### src/rtl/sprite_slot_shifter_if.sv
// Slot-load handshake bundle for sprite_slot_shifter; load_hflip exists only
// when SPRITE_HFLIP_EN is defined.
interface sprite_slot_shifter_if;
  logic        load_valid;
  logic        load_ready;
  logic [3:0]  load_slot;
  logic [9:0]  load_x;
  logic [31:0] load_pattern;
  logic        load_palette;
`ifdef SPRITE_HFLIP_EN
  logic        load_hflip;
`endif

  modport master (
`ifdef SPRITE_HFLIP_EN
    output load_hflip,
`endif
    output load_valid, load_slot, load_x, load_pattern, load_palette,
    input  load_ready
  );

  modport slave (
`ifdef SPRITE_HFLIP_EN
    input  load_hflip,
`endif
    input  load_valid, load_slot, load_x, load_pattern, load_palette,
    output load_ready
  );
endinterface

### src/rtl/sprite_slot_shifter.sv
// Nine-slot sprite line shifter: slots are loaded between lines, then each streams
// 16 two-bit pixels as the raster passes its x. Horizontal flip via SPRITE_HFLIP_EN.
module sprite_slot_shifter (
  input  logic                 clk,
  input  logic                 reset_n,
  input  logic                 line_start,
  input  logic                 pix_en,
  input  logic [9:0]           hcount,
  sprite_slot_shifter_if.slave load_bus,
  output logic [8:0][1:0]      pixel_data_out,
  output logic [8:0]           palette_data_out,
  output logic                 line_done
);
  localparam int         NUM_SLOTS = 9;
  localparam logic [9:0] LAST_COL  = 10'd639;
  localparam logic [9:0] LINE_W    = 10'd640;

  typedef enum logic {LOAD, DISPLAY} top_state_t;
  typedef enum logic [1:0] {S_IDLE, S_ARMED, S_ACTIVE, S_DONE} slot_state_t;

  top_state_t           top_st;
  slot_state_t          slot_st  [NUM_SLOTS];
  logic [3:0]           slot_idx [NUM_SLOTS];
  logic [9:0]           slot_x   [NUM_SLOTS];
  logic [31:0]          slot_pat [NUM_SLOTS];
  logic [NUM_SLOTS-1:0] slot_pal;
  logic [NUM_SLOTS-1:0] slot_flip;
  logic [NUM_SLOTS-1:0] slot_vld;
  logic [NUM_SLOTS-1:0] load_hit;
  logic                 load_fire;

  // Pixel k counted from the MSB end; a flipped slot walks the pattern backwards.
  function automatic logic [1:0] pix_sel(input logic [31:0] pat, input logic [3:0] idx,
                                         input logic flip);
    logic [3:0]  k;
    logic [31:0] sh;
    k  = flip ? ~idx : idx;
    sh = pat << {k, 1'b0};
    return sh[31:30];
  endfunction

  assign load_bus.load_ready = (top_st == LOAD);
  assign load_fire           = load_bus.load_valid && (top_st == LOAD);

  always_comb begin
    load_hit = '0;
    if (load_fire && (load_bus.load_slot < 4'd9)) load_hit[load_bus.load_slot] = 1'b1;
  end

  always_ff @(posedge clk) begin
    for (int s = 0; s < NUM_SLOTS; s++) begin
      if (load_hit[s]) begin
        slot_x[s]   <= load_bus.load_x;
        slot_pat[s] <= load_bus.load_pattern;
        slot_pal[s] <= load_bus.load_palette;
      end
    end
  end

`ifdef SPRITE_HFLIP_EN
  always_ff @(posedge clk) begin
    for (int s = 0; s < NUM_SLOTS; s++) begin
      if (load_hit[s]) slot_flip[s] <= load_bus.load_hflip;
    end
  end
`else
  assign slot_flip = '0;
`endif

  always_ff @(posedge clk) begin
    if (!reset_n) begin
      top_st           <= LOAD;
      slot_vld         <= '0;
      line_done        <= 1'b0;
      pixel_data_out   <= '0;
      palette_data_out <= '0;
      for (int s = 0; s < NUM_SLOTS; s++) begin
        slot_st[s]  <= S_IDLE;
        slot_idx[s] <= '0;
      end
    end else begin
      line_done <= 1'b0;
      case (top_st)
        LOAD: begin
          slot_vld <= slot_vld | load_hit;
          if (pix_en) begin
            pixel_data_out   <= '0;
            palette_data_out <= '0;
          end
          // A load landing with line_start is armed for this same line.
          if (line_start) begin
            top_st <= DISPLAY;
            for (int s = 0; s < NUM_SLOTS; s++)
              slot_st[s] <= (slot_vld[s] || load_hit[s]) ? S_ARMED : S_IDLE;
          end
        end
        DISPLAY: begin
          if (pix_en) begin
            for (int s = 0; s < NUM_SLOTS; s++) begin
              pixel_data_out[s]   <= 2'b00;
              palette_data_out[s] <= 1'b0;
              unique case (slot_st[s])
                S_ARMED: begin
                  if ((hcount == slot_x[s]) && (slot_x[s] < LINE_W)) begin
                    slot_st[s]          <= S_ACTIVE;
                    slot_idx[s]         <= '0;
                    pixel_data_out[s]   <= pix_sel(slot_pat[s], 4'd0, slot_flip[s]);
                    palette_data_out[s] <= slot_pal[s];
                  end
                end
                S_ACTIVE: begin
                  if (slot_idx[s] == 4'd15) begin
                    slot_st[s] <= S_DONE;
                  end else begin
                    slot_idx[s]         <= slot_idx[s] + 4'd1;
                    pixel_data_out[s]   <= pix_sel(slot_pat[s], slot_idx[s] + 4'd1, slot_flip[s]);
                    palette_data_out[s] <= slot_pal[s];
                  end
                end
                default: ;
              endcase
            end
            // Last column: its pixels are still presented, then the line retires.
            if (hcount == LAST_COL) begin
              top_st    <= LOAD;
              line_done <= 1'b1;
              slot_vld  <= '0;
              for (int s = 0; s < NUM_SLOTS; s++) slot_st[s] <= S_IDLE;
            end
          end
        end
        default: top_st <= LOAD;
      endcase
    end
  end
endmodule

### src/flat_wrapper.sv
// flat-port wrapper written by rule: the top's interface ports become plain ports
module sprite_slot_shifter_flat 
  (clk, reset_n, line_start, pix_en, hcount, pixel_data_out, palette_data_out, line_done, load_bus_load_valid, load_bus_load_slot, load_bus_load_x, load_bus_load_pattern, load_bus_load_palette, load_bus_load_ready);
  sprite_slot_shifter_if load_bus_i ();
  input  logic clk;
  input  logic reset_n;
  input  logic line_start;
  input  logic pix_en;
  input  logic [9:0] hcount;
  output logic [8:0][1:0] pixel_data_out;
  output logic [8:0] palette_data_out;
  output logic line_done;
  input wire logic [$bits(load_bus_i.load_valid)-1:0] load_bus_load_valid;
  input wire logic [$bits(load_bus_i.load_slot)-1:0] load_bus_load_slot;
  input wire logic [$bits(load_bus_i.load_x)-1:0] load_bus_load_x;
  input wire logic [$bits(load_bus_i.load_pattern)-1:0] load_bus_load_pattern;
  input wire logic [$bits(load_bus_i.load_palette)-1:0] load_bus_load_palette;
  output wire logic [$bits(load_bus_i.load_ready)-1:0] load_bus_load_ready;
  assign load_bus_i.load_valid = load_bus_load_valid;
  assign load_bus_i.load_slot = load_bus_load_slot;
  assign load_bus_i.load_x = load_bus_load_x;
  assign load_bus_i.load_pattern = load_bus_load_pattern;
  assign load_bus_i.load_palette = load_bus_load_palette;
  assign load_bus_load_ready = load_bus_i.load_ready;
  sprite_slot_shifter u_core (.clk(clk), .reset_n(reset_n), .line_start(line_start), .pix_en(pix_en), .hcount(hcount), .load_bus(load_bus_i), .pixel_data_out(pixel_data_out), .palette_data_out(palette_data_out), .line_done(line_done));
endmodule
### config.mk
export PLATFORM = sky130hd
export DESIGN_NAME = sprite_slot_shifter_flat
export DESIGN_NICKNAME = d
export VERILOG_FILES = /design/src/rtl/sprite_slot_shifter_if.sv /design/src/rtl/sprite_slot_shifter.sv /design/src/flat_wrapper.sv
export SDC_FILE = /design/constraint.sdc
export NUM_CORES = 1
export LEC_CHECK = 0
export ABC_CLOCK_PERIOD_IN_PS = 13500
export BUFFER_PORTS_ARGS = -buffer_cell sky130_fd_sc_hd__buf_2
export CAP_MARGIN = 40
export CORE_MARGIN = 2
export CORE_UTILIZATION = 40
export DETAILED_ROUTE_END_ITERATION = 8
export GPL_ROUTABILITY_DRIVEN = 0
export GPL_TIMING_DRIVEN = 0
export SLEW_MARGIN = 20
export SYNTH_ARGS = -nofsm -noshare
export SYNTH_HDL_FRONTEND = slang
export SYNTH_SLANG_ARGS = --single-unit
### constraint.sdc
create_clock -name clk -period 13.5 [get_ports clk]
set_input_delay 0.675 -clock clk [delete_from_list [all_inputs] [get_ports clk]]
set_output_delay 0.675 -clock clk [all_outputs]
set_load 0.005 [all_outputs]
Word level (Yosys, flattened, before mapping). Memories as Yosys holds them, arrays and structs flattened. Index checks and enable logic that the tools add are counted.

Register bits after elaboration: 47. Memory bits (writable): 432. Bits of input ports: 62. Output and inout bits: 29. Word-level logic and storage cells: 561. Memories kept: 4.

Memories: u_core.slot_pat (depth 9, width 32, read ports 9, clocked after memory_dff 0, write ports 1, line sprite_slot_shifter.sv:25) `logic [31:0] slot_pat [NUM_SLOTS];`; u_core.slot_x (depth 9, width 10, read ports 9, clocked after memory_dff 0, write ports 1, line sprite_slot_shifter.sv:24) `logic [9:0] slot_x [NUM_SLOTS];`; u_core.slot_idx (depth 9, width 4, read ports 9, clocked after memory_dff 0, write ports 9, line sprite_slot_shifter.sv:23) `logic [3:0] slot_idx [NUM_SLOTS];`; u_core.slot_st (depth 9, width 2, read ports 9, clocked after memory_dff 0, write ports 9, line sprite_slot_shifter.sv:22) `slot_state_t slot_st [NUM_SLOTS];`.

Add/subtract/negate cells: 9. Order comparisons: 12. Eq/ne operators: 40. Shifts and indexed selects: 9. Muxes and demuxes: 370. Bitwise gates (word level): 56. Reduce and logical (&&, ||, !) cells: 39.

Operator list (number): $shl 32x5->32 (9); $mux 32 (8); $reduce_or 32->1 (8); $mux 1 (236); $mux 4 (34); $mux 2 (54); $eq 10x10->1 (9); $lt 10x10->1 const B (9); $mux 10 (8); $reduce_or 10->1 (8); $or 1x1->1 (54); $mux 9 (5); $add 4x1->4 const B (9); $eq 4x4->1 const B (9); $mux 18 (2); $pmux 18 s2 (1); $pmux 2 s2 (9); $pmux 9 s2 (2); $pmux 1 s2 (10); $eq 2x1->1 const B (9); $eq 2x2->1 const B (9); $logic_and 1x1->1 (12); $eq 10x10->1 const B (1); $logic_or 1x1->1 (9); other kinds (8) (11).

Depth between registers and ports, before layout. Gate-level depths: netlist of the first run.

Depth after elaboration: 16. Gate-level depth with buffers: 8. Mapped depth without buffers: 7.

Least setup slack after synthesis of the first run. OpenSTA, ideal clock, no wires.

Path type: input to register. From: input load_bus_load_slot[0]. To: register u_core.slot_pal[8] (enable). Library setup time: 0.573 ns. Arrival time: 5.405 ns. Required time: 12.927 ns. Setup slack: 7.522 ns. Stages: 3. Buffers on the path: 0. Cell sequence: nor2_1 nand2_1 nor4b_1.

Cells in the longest elaborated chain, start to end: 5. Elaborated cells between the ends (all ways): 8. Classes of those cells: order compare (3); mux (3); reduce/logical (2).

RTL lines: start: declaration (line flat_wrapper.sv:14) `input wire logic [$bits(load_bus_i.load_slot)-1:0] load_bus_load_slot;`; $lt 4x5->1 (implied by the code) or $ge 4x1->1 (tied branches) (line sprite_slot_shifter.sv:47) `if (load_fire && (load_bus.load_slot < 4'd9)) load_hit[load_bus.load_slot] = 1'b1;`; $logic_and 1x1->1 (implied by the code) (line sprite_slot_shifter.sv:47); $mux 1 (implied by the code) (line sprite_slot_shifter.sv:47); $demux 1 s4; $mux 9 * (line sprite_slot_shifter.sv:47); via u_core.load_hit[8] (line sprite_slot_shifter.sv:29) `logic [NUM_SLOTS-1:0] load_hit;`; end signal: indexed assignment (line sprite_slot_shifter.sv:55) `slot_pal[s] <= load_bus.load_palette;`; end: declaration (line sprite_slot_shifter.sv:26) `logic [NUM_SLOTS-1:0] slot_pal;`.

Mark *: on every way through the listed nets, which the timed path passes. The rest lies on a longest branch. A chain may end at the register's enable or synchronous reset.

==> results.py, run 1 <==
metrics = {
    "critical_path": {
        "critical_path_class": "reg2reg",
        "slowest_stage": "clkbuf_1",
        "cp_max_fo": 9,
        "crit_required_ps": 13970,
        "worstReg2RegEnd": "u_core.pixel_data_out[7]",
        "critPathArrivalTime_ps": 3240,
        "worstRegToRegCells": 8,
        "crit_path_max_incr_delay_ps": 640,
        "crit_buf_inv": 1,
        "path_cells": "ha_1 -> clkbuf_1 -> mux4_2 -> nor2b_1 -> a211oi_1 -> a21oi_1 -> a211oi_1 -> nor2_1",
        "r2r-start": "u_core.slot_idx[3][1]",
        "r2r_slack_ps": 10720,
        "start_kind": "flip-flop",
        "cp_top_family": "compound AO/OA/AOI/OAI gates",
        "cp_common_cell": "a211oi_1",
        "cp-end-kind": "flip-flop",
    },
    "drt": {
        "drt_first_pass_iters": 5,
        "route.detailed.drc": 0,
        "routedWlPerCell_um": 24.8,
        "drtIter0Drc": 945,
        "ant_nets": 0,
        "vias": 11200,
        "via_per_inst": 5.42,
        "routed_wl_um": 51500,
    },
    "global_routing": {
        "grt_pass1_wl_um": 74700,
        "grt_max_degree": 25,
        "grt_pass1_vias": 11100,
        "antenna_found_initial": 3,
        "grt_usage_pct": 20.5,
        "grt_remaining_overflow": 0,
    },
    "timing": {
        "final.period_utilization_pct": 20.6,
        "fmax_mhz": 360,
        "drv_slew": 0,
        "tightest_slew_ps": 892,
        "fin_skew_ps": 46.3,
        "relSlewSlack_pct": 40.6,
        "rsz0062_at_grt": "no",
        "setup_viol": 0,
        "setup_tns_ps": 0,
        "finalHoldViolations": 0,
        "min_period_ps": 2780,
    },
    "worst_hold_path": {
        "hold_end": "u_core.slot_pat[0][198]",
        "min_path_type": "in2reg",
        "hold_start": "load_bus_load_pattern[6]",
        "whs_path_depth": 1,
    },
    "pwr": {
        "vdd_ir_drop_max_mv": 0.116,
        "leakagePower_uw": 0.00761,
        "power_density_nw_per_um2": 137,
    },
    "die": {
        "core_um2": 48800,
        "floorplan.rows": 81,
        "die_w_um": 226,
        "die_area_um2": 51200,
        "pin_count": 91,
        "initial_core_util_pct": 40.5,
        "die_y_um": 226,
    },
    "layout": {
        "syn2layout_area_growth_pct": 17.2,
        "fin_nets": 1462,
        "design_area_um2": 23200,
        "drive_above_1_share_pct": 22.0,
        "mostFrequentLayoutCells": "425 x edfxtp_1, 104 x buf_2, 82 x mux4_2, 72 x nor2_1, 72 x xnor2_1",
        "antennaDiodeCount": 0,
        "final_common_cell": "edfxtp_1",
        "fillers": 4244,
        "fin_cells": 2077,
    },
    "place": {
        "io_buffers": 82,
        "dpl_cell_area_um2": 21500,
        "dp.cells": 1983,
        "hpwl_um": 37000,
    },
    "clocking": {
        "postCtsSetupBuffers": 0,
        "clk_root_buffer_cell": "clkbuf_16",
        "cts_resized": 0,
        "clock-sinks": 479,
        "htree_levels": 2,
        "clockBufferDepth": 3,
        "clkLatencyLatePin_ps": 610,
        "cts_tree": "built",
        "numCtsBuffers": 50,
        "hold_buffers": 0,
        "path_clk_slew_ps": 60,
    },
    "yosys": {
        "synth_edf_count": 425,
        "ys.flop_type": "edfxtp_1",
        "syn_avg_cell_area_um2": 16.5,
        "yosys_warnings": 0,
        "async_reset_ff_share_pct": 0,
        "synth_seq_cells": 479,
        "netlist_area_um2": 19800,
        "ys_seq_area_share_pct": 70.0,
        "yosysUniqueCellTypes": 62,
        "synthesis.nets": 1290,
        "synthCells": 1201,
    },
    "flow_run": {
        "drv_cap": 0,
    },
    "status": {
        "status": "finished clean",
    },
}
-- flip-flops by register name, summed over array words and instances, names as in the netlist --
| signal | cells |
|---|---|
| u_core.slot_vld | 9 |
| u_core.slot_pal | 9 |
| u_core.slot_pat | 288 |
| u_core.slot_x | 90 |
| u_core.slot_st | 18 |
| u_core.top_st | 1 |
| u_core.slot_idx | 36 |
| u_core.line_done | 1 |
| u_core.palette_data_out | 9 |
| u_core.pixel_data_out | 18 |
-- through the flow --
stage | hold WS (ps) | utilization, % | power (uW) | setup slack (ps)
floorplan | 453 | - | 1760 | 7520
global placement | 473 | 43.0 | 1840 | 4900
detailed placement | 485 | 44.1 | 1840 | 10220
CTS | 381 | 47.4 | 3200 | 10690
global route | 402 | 47.4 | 3260 | 10620
finish | 396 | 47.4 | 3170 | 10720
-- worst max-delay path by stage --
stage / cells after the start / slack (ps) / endpoint / start
final: 8 / 10720 / u_core.pixel_data_out[7] / u_core.slot_idx[3][1]
after global routing: 6 / 10620 / u_core.pixel_data_out[16] / u_core.slot_idx[8][0]
after CTS: 8 / 10690 / u_core.pixel_data_out[7] / u_core.slot_idx[3][1]
after detailed placement: 6 / 10220 / u_core.slot_idx[0][0] / reset_n
after global placement: 4 / 4900 / u_core.slot_pat[0][256] / load_bus_load_slot[0]
after floorplan: 3 / 7520 / u_core.slot_pal[8] / load_bus_load_slot[0]
-- kinds of logic after synthesis --
| logic type | share of synthesized area, % |
|---|---|
| buffers and inverters | 2.01 |
| XOR/XNOR | 4.11 |
| flip-flops | 70.0 |
| adder cells (fa/ha/maj) | 1.71 |
| multiplexers | 9.74 |
| AO/OA/AOI/OAI | 4.80 |
| AND/OR/NAND/NOR | 7.62 |
-- power breakdown --
part	internal, uW	total [uW]	switching (uW)	leakage, uW
combinational	61.2	173	112	0.00251
sequential	1630	1640	7.21	0.00432
clock	789	1360	573	0.000786
total	2480	3170	692	0.00761
-- synth_stat cells (all sizes together), types with 11 or more instances --
cell type / number / share of area [%]
o21ai: 35 / 0.89
a211oi: 11 / 0.42
nand4: 21 / 0.66
ha: 27 / 1.7
xor2: 19 / 0.84
and3: 11 / 0.35
clkbuf: 24 / 0.46
nor2: 78 / 1.5
nand2: 44 / 0.84
dfxtp: 54 / 5.5
xnor2: 73 / 3.3
mux4: 82 / 9.3
buf: 22 / 0.83
a21oi: 45 / 1.1
nor2b: 39 / 1.2
edfxtp: 425 / 65
inv: 37 / 0.70
nand3: 26 / 0.66
-- final cells by class --
cell class	count	area (um^2)	share of cell area [%]
clock buffer	60	1310	5.65
multi-input combinational	638	5600	24.1
timing repair buffer	120	883	3.81
inverter	38	143	0.616
buffer	46	254	1.10
clock inverter	32	310	1.34
tap	664	831	3.59
sequential	479	13800	59.7
-- routing by layer --
layer / vias to the layer above / global-route usage (%) / share of wire [%]
met4: 4 / 8.45 / 3.8
met5: - / 0 / 0.045
met1: 5767 / 27.1 / 42
met3: 95 / 3.47 / 5.6
met2: 372 / 33.7 / 49
li1: 5011 / - / -
No activity file was read; power rests on OpenSTA's default activity.
==> inputs of run 2 (changes only) <==
--- a/config.mk
+++ b/config.mk
@@ -5,7 +5,7 @@
 export SDC_FILE = /design/constraint.sdc
 export NUM_CORES = 1
 export LEC_CHECK = 0
-export ABC_CLOCK_PERIOD_IN_PS = 13500
+export ABC_CLOCK_PERIOD_IN_PS = 2650
 export BUFFER_PORTS_ARGS = -buffer_cell sky130_fd_sc_hd__buf_2
 export CAP_MARGIN = 40
 export CORE_MARGIN = 2
==> constraint.sdc (replaced) <==
create_clock -name clk -period 2.65 [get_ports clk]
set_input_delay 0.1325 -clock clk [delete_from_list [all_inputs] [get_ports clk]]
set_output_delay 0.1325 -clock clk [all_outputs]
set_load 0.005 [all_outputs]
==> run 2 against run 1 <==
Clock skew about the same. Maximum frequency is 7.4% higher. Count of clock-buffer cells in the layout grew 12. Global-route usage rose by 0.21 points. Clock power grew to 5.1 times the previous value. First-iteration DRC count grew 18%. Critical endpoint is now u_core.pixel_data_out[16]. Largest cell class unchanged.
==> results.py, run 2 (synthesized netlist as in run 1, its figures left out) <==
metrics = {
    "drt": {
        "drtIter0Drc": 1119,
        "ant_nets": 0,
        "routedWlPerCell_um": 24.5,
        "via_per_inst": 5.33,
        "routed_wl_um": 51700,
        "route.detailed.drc": 0,
        "drt_first_pass_iters": 5,
        "vias": 11300,
    },
    "timing": {
        "final.period_utilization_pct": 97.6,
        "rsz0062_at_grt": "no",
        "min_period_ps": 2590,
        "drv_slew": 0,
        "setup_tns_ps": 0,
        "relSlewSlack_pct": 44.2,
        "tightest_slew_ps": 837,
        "fin_skew_ps": 46.2,
        "setup_viol": 0,
        "finalHoldViolations": 0,
        "fmax_mhz": 387,
    },
    "die": {
        "die_y_um": 226,
        "core_um2": 48800,
        "pin_count": 91,
        "floorplan.rows": 81,
        "initial_core_util_pct": 40.5,
        "die_area_um2": 51200,
        "die_w_um": 226,
    },
    "critical_path": {
        "cp_max_fo": 9,
        "r2r_slack_ps": 60,
        "critical_path_class": "reg2reg",
        "critPathArrivalTime_ps": 3030,
        "r2r-start": "u_core.slot_idx[8][1]",
        "worstRegToRegCells": 5,
        "crit_required_ps": 3100,
        "cp-end-kind": "flip-flop",
        "start_kind": "flip-flop",
        "worstReg2RegEnd": "u_core.pixel_data_out[16]",
    },
    "clocking": {
        "clk_root_buffer_cell": "clkbuf_16",
        "clkLatencyLatePin_ps": 610,
        "htree_levels": 2,
        "cts_tree": "built",
        "postCtsSetupBuffers": 0,
        "path_clk_slew_ps": 60,
        "clockBufferDepth": 3,
        "numCtsBuffers": 50,
        "clock-sinks": 479,
    },
    "layout": {
        "largest_register_ffs": 288,
        "largestRegisters": "u_core.slot_pat: 288 flops, u_core.slot_x: 90 flops, u_core.slot_idx: 36 flops",
        "drive_above_1_share_pct": 21.5,
        "mostFrequentLayoutCells": "425 x edfxtp_1, 97 x buf_2, 82 x mux4_2, 72 x nor2_1, 72 x xnor2_1",
        "fin_nets": 1498,
        "fin_cells": 2113,
        "antennaDiodeCount": 0,
        "syn2layout_area_growth_pct": 19.9,
        "regMostFlops": "u_core.slot_pat",
        "final_common_cell": "edfxtp_1",
    },
    "place": {
        "hpwl_um": 36900,
        "dp.cells": 1974,
        "io_buffers": 82,
    },
    "global_routing": {
        "grt_pass1_vias": 11300,
        "grt_pass1_wl_um": 75400,
        "grt_max_degree": 21,
        "grt_usage_pct": 20.7,
        "grt_remaining_overflow": 0,
        "antenna_found_initial": 0,
    },
    "worst_hold_path": {
        "hold_end": "u_core.slot_st[0][12]",
        "whs_path_depth": 4,
        "hold_start": "hcount[0]",
        "min_path_type": "in2reg",
    },
    "status": {
        "status": "finished clean",
    },
    "pwr": {
        "vdd_ir_drop_max_mv": 0.760,
        "power_density_nw_per_um2": 684,
        "leakagePower_uw": 0.00781,
    },
    "flow_run": {
        "drv_cap": 0,
    },
}
[run 2: cell count changes in the layout (fill, tap and decap cells not counted), sizes merged]
cell	delta
bufinv	-1
inv	-1
clkinv	-11
clkbuf	+11
buf	-9
dlygate4sd3	+46
clkinvlp	+1
[run 2: layer usage]
metal  GRT usage (%)  up-vias  share of wire, %
met3            3.54       82               5.8
met5               0        -                 0
li1                -     5069                 -
met1            27.7     5724                42
met2            33.8      391                49
met4            8.21        0               3.4
[run 2: layout make-up]
class                   instances  area [um^2]
clock buffers                  72         1380
fillers                      4153        25100
plain buffers                  42          241
flip-flops and latches        479        13800
multi-input cells             638         5620
well taps                     664          831
repair buffers                160         1410
clock inverters                20          240
inverters                      38          143
[run 2: stage by stage]
stage / hold WS (ps) / util [%] / area (um^2) / total power, uW / worst slack [ps]
after floorplan: 231 / - / 19800 / 8960 / -451
after global placement: 472 / 43.1 / 21100 / 9350 / -2100
after detailed placement: 475 / 44.2 / 21600 / 9400 / -159
after CTS: 26.5 / 48.5 / 23700 / 16300 / 62.1
after global routing: 70.3 / 48.5 / 23700 / 16700 / 5.18
final: 47.7 / 48.5 / 23700 / 16200 / 64.4
[run 2: worst max-delay path, cell delays in order, from the launching register on]
cell	delay, ps
edfxtp_1	390
ha_1	720
mux4_2	490
mux4_2	500
a221oi_1	270
nor2_1	80
[run 2: timing repair]
action                                  CTS  global route
hold endpoints to repair                390             0
endpoints found under the setup margin   13            17
hold buffers                             46             0
resized for setup                         1             4
[run 2: worst max path at each step]
stage                                     start                   endpoint  slack, ps  cells past startpoint
after floorplan                   u_core.top_st       u_core.slot_st[0][6]       -450                      6
after global placement            u_core.top_st       u_core.slot_st[0][6]      -2100                      6
after detailed placement  u_core.slot_idx[8][1]  u_core.pixel_data_out[16]       -160                      6
after CTS                 u_core.slot_idx[2][1]   u_core.pixel_data_out[4]         60                      8
after global routing      u_core.slot_idx[5][1]  u_core.pixel_data_out[10]          5                      6
final                     u_core.slot_idx[8][1]  u_core.pixel_data_out[16]         60                      5
[run 2: where the power goes]
part	switching, uW	internal [uW]
clock	2890	4040
combinational	577	360
sequential	36.1	8300
total	3500	12700
==> inputs of run 3 (changes only) <==
--- a/config.mk
+++ b/config.mk
@@ -6,13 +6,12 @@
 export NUM_CORES = 1
 export LEC_CHECK = 0
 export ABC_CLOCK_PERIOD_IN_PS = 2650
-export BUFFER_PORTS_ARGS = -buffer_cell sky130_fd_sc_hd__buf_2
+export BUFFER_PORTS_ARGS = -buffer_cell sky130_fd_sc_hd__buf_4
 export CAP_MARGIN = 40
 export CORE_MARGIN = 2
 export CORE_UTILIZATION = 40
 export DETAILED_ROUTE_END_ITERATION = 8
 export GPL_ROUTABILITY_DRIVEN = 0
-export GPL_TIMING_DRIVEN = 0
 export SLEW_MARGIN = 20
 export SYNTH_ARGS = -nofsm -noshare
 export SYNTH_HDL_FRONTEND = slang
==> run 3 against run 2 <==
Cell count decreased by 1.3%. First-iteration DRC count decreased by 5.5%. Maximum frequency increased by 11%. Combinational power decreased by 0.4%. Critical path depth increased by 1. Non-clock buffer count decreased by 23. Clock power decreased by 1%. Sequential cell count unchanged. Sequential share of layout area increased by 0.28 points. Clock skew decreased by 17 ps. Die area unchanged. Setup slack improved by 260 ps.
==> results.py, run 3 (synthesized netlist as in run 1, its figures left out) <==
metrics = {
    "status": {
        "status": "finished clean",
    },
    "global_routing": {
        "grt_pass1_vias": 11300,
        "grt_pass1_wl_um": 74700,
        "grt_max_degree": 46,
        "antenna_found_initial": 1,
        "grt_usage_pct": 20.4,
        "grt_remaining_overflow": 0,
    },
    "critical_path": {
        "start_kind": "flip-flop",
        "crit_required_ps": 2960,
        "critical_path_class": "reg2reg",
        "critPathArrivalTime_ps": 2640,
        "cp_max_fo": 5,
        "cp-end-kind": "flip-flop",
    },
    "layout": {
        "syn2layout_area_growth_pct": 19.3,
        "mostFrequentLayoutCells": "425 x edfxtp_1, 125 x buf_4, 82 x mux4_2, 72 x nor2_1, 72 x xnor2_1",
        "drive_above_1_share_pct": 21.4,
        "fillers": 4202,
        "fin_util_pct": 48.3,
        "final_common_cell": "edfxtp_1",
        "largestRegisters": "u_core.slot_pat: 288 flops, u_core.slot_x: 90 flops, u_core.slot_idx: 36 flops",
        "fin_nets": 1474,
        "fin_cells": 2086,
        "largest_register_ffs": 288,
        "antennaDiodeCount": 0,
        "regMostFlops": "u_core.slot_pat",
    },
    "timing": {
        "final.period_utilization_pct": 87.8,
        "tightest_slew_ps": 743,
        "min_period_ps": 2330,
        "rsz0062_at_grt": "no",
        "fin_skew_ps": 29.0,
        "relSlewSlack_pct": 50.3,
        "drv_slew": 0,
        "whs_ps": 30.3,
        "finalHoldViolations": 0,
        "fin_ws_ps": 322,
        "fmax_mhz": 430,
        "setup_viol": 0,
    },
    "drt": {
        "ant_nets": 0,
        "routed_wl_um": 51300,
        "routedWlPerCell_um": 24.6,
        "vias": 11300,
        "via_per_inst": 5.43,
        "drtIter0Drc": 1058,
        "drt_first_pass_iters": 5,
        "route.detailed.drc": 0,
    },
    "pwr": {
        "switching_share_pct": 21.6,
        "p_clk_share_pct": 42.4,
        "leakagePower_uw": 0.00773,
        "power_density_nw_per_um2": 683,
        "power_frac_seq_pct": 51.8,
        "pwr-share-comb_pct": 5.8,
        "p_int_uw": 12600,
        "power.switching_uw": 3480,
        "vdd_ir_drop_max_mv": 0.572,
        "power.total_uw": 16100,
    },
    "place": {
        "io_buffers": 90,
        "dp.cells": 1953,
        "hpwl_um": 33300,
        "dp_slack_ps": 348,
    },
    "clocking": {
        "htree_levels": 2,
        "clk_root_buffer_cell": "clkbuf_16",
        "clock-sinks": 479,
        "cts_tree": "built",
        "numCtsBuffers": 49,
        "path_clk_slew_ps": 60,
        "clockBufferDepth": 3,
        "clkLatencyLatePin_ps": 600,
        "cts_resized": 0,
    },
    "die": {
        "initial_core_util_pct": 40.5,
        "pin_count": 91,
        "core_um2": 48800,
        "floorplan.rows": 81,
        "die_area_um2": 51200,
        "die_y_um": 226,
        "die_w_um": 226,
    },
    "worst_hold_path": {
        "min_path_type": "in2reg",
    },
    "flow_run": {
        "drv_cap": 0,
    },
}
## run 3: what timing repair did
item / 4_1_cts / 5_1_grt
hold endpoints to repair: 401 / 0
hold buffers: 45 / 0
setup endpoints to repair: 0 / 0
setup buffers: 0 / 0
## run 3: layout make-up
type,count,area (um^2),share of cell area [%]
clock inverter,15,184,0.780
inverter,38,143,0.605
timing repair buffer,179,1570,6.65
tap,664,831,3.52
clock buffer,73,1400,5.92
multi-input combinational,638,5630,23.8
sequential,479,13800,58.7
## run 3: critical path, stage by stage (launching register included)
cell      delay, ps
edfxtp_1        410
nor3b_1         210
a21oi_1          90
or4_4           610
and2_1          210
o21ai_0         330
buf_4           210
## run 3: final timing paths
path	from	to	slack [ps]	cells after the start
worst max-delay path	u_core.slot_x[0][67]	u_core.slot_idx[6][0]	320	6
worst min-delay path	load_bus_load_valid	u_core.slot_x[0][82]	30	2
worst max register to register	u_core.slot_x[0][67]	u_core.slot_idx[6][0]	320	6
worst min register to register	u_core.slot_st[0][5]	u_core.slot_st[0][5]	500	2
## run 3: stage by stage
stage / setup TNS (ps) / cell area, um^2
floorplan: -79690 / 19800
global route: 0 / 23600
global placement: 0 / 21600
CTS: 0 / 23600
finish: 0 / 23600
detailed placement: 0 / 21600
## run 3: per-layer routing
metal / wire length, um / global-route usage, %
met5: 0 / 0
met4: 1610 / 7.56
met3: 3190 / 3.25
met2: 25000 / 33.8
met1: 21500 / 27.4
## run 3: power by group through the flow
stage / registers, uW / logic, uW / clock network (uW)
after floorplan: 8500 / 462 / 0
after global placement: 8500 / 882 / 0
after detailed placement: 8510 / 890 / 0
after CTS: 8350 / 946 / 6940
after global routing: 8350 / 993 / 7240
final: 8350 / 933 / 6820
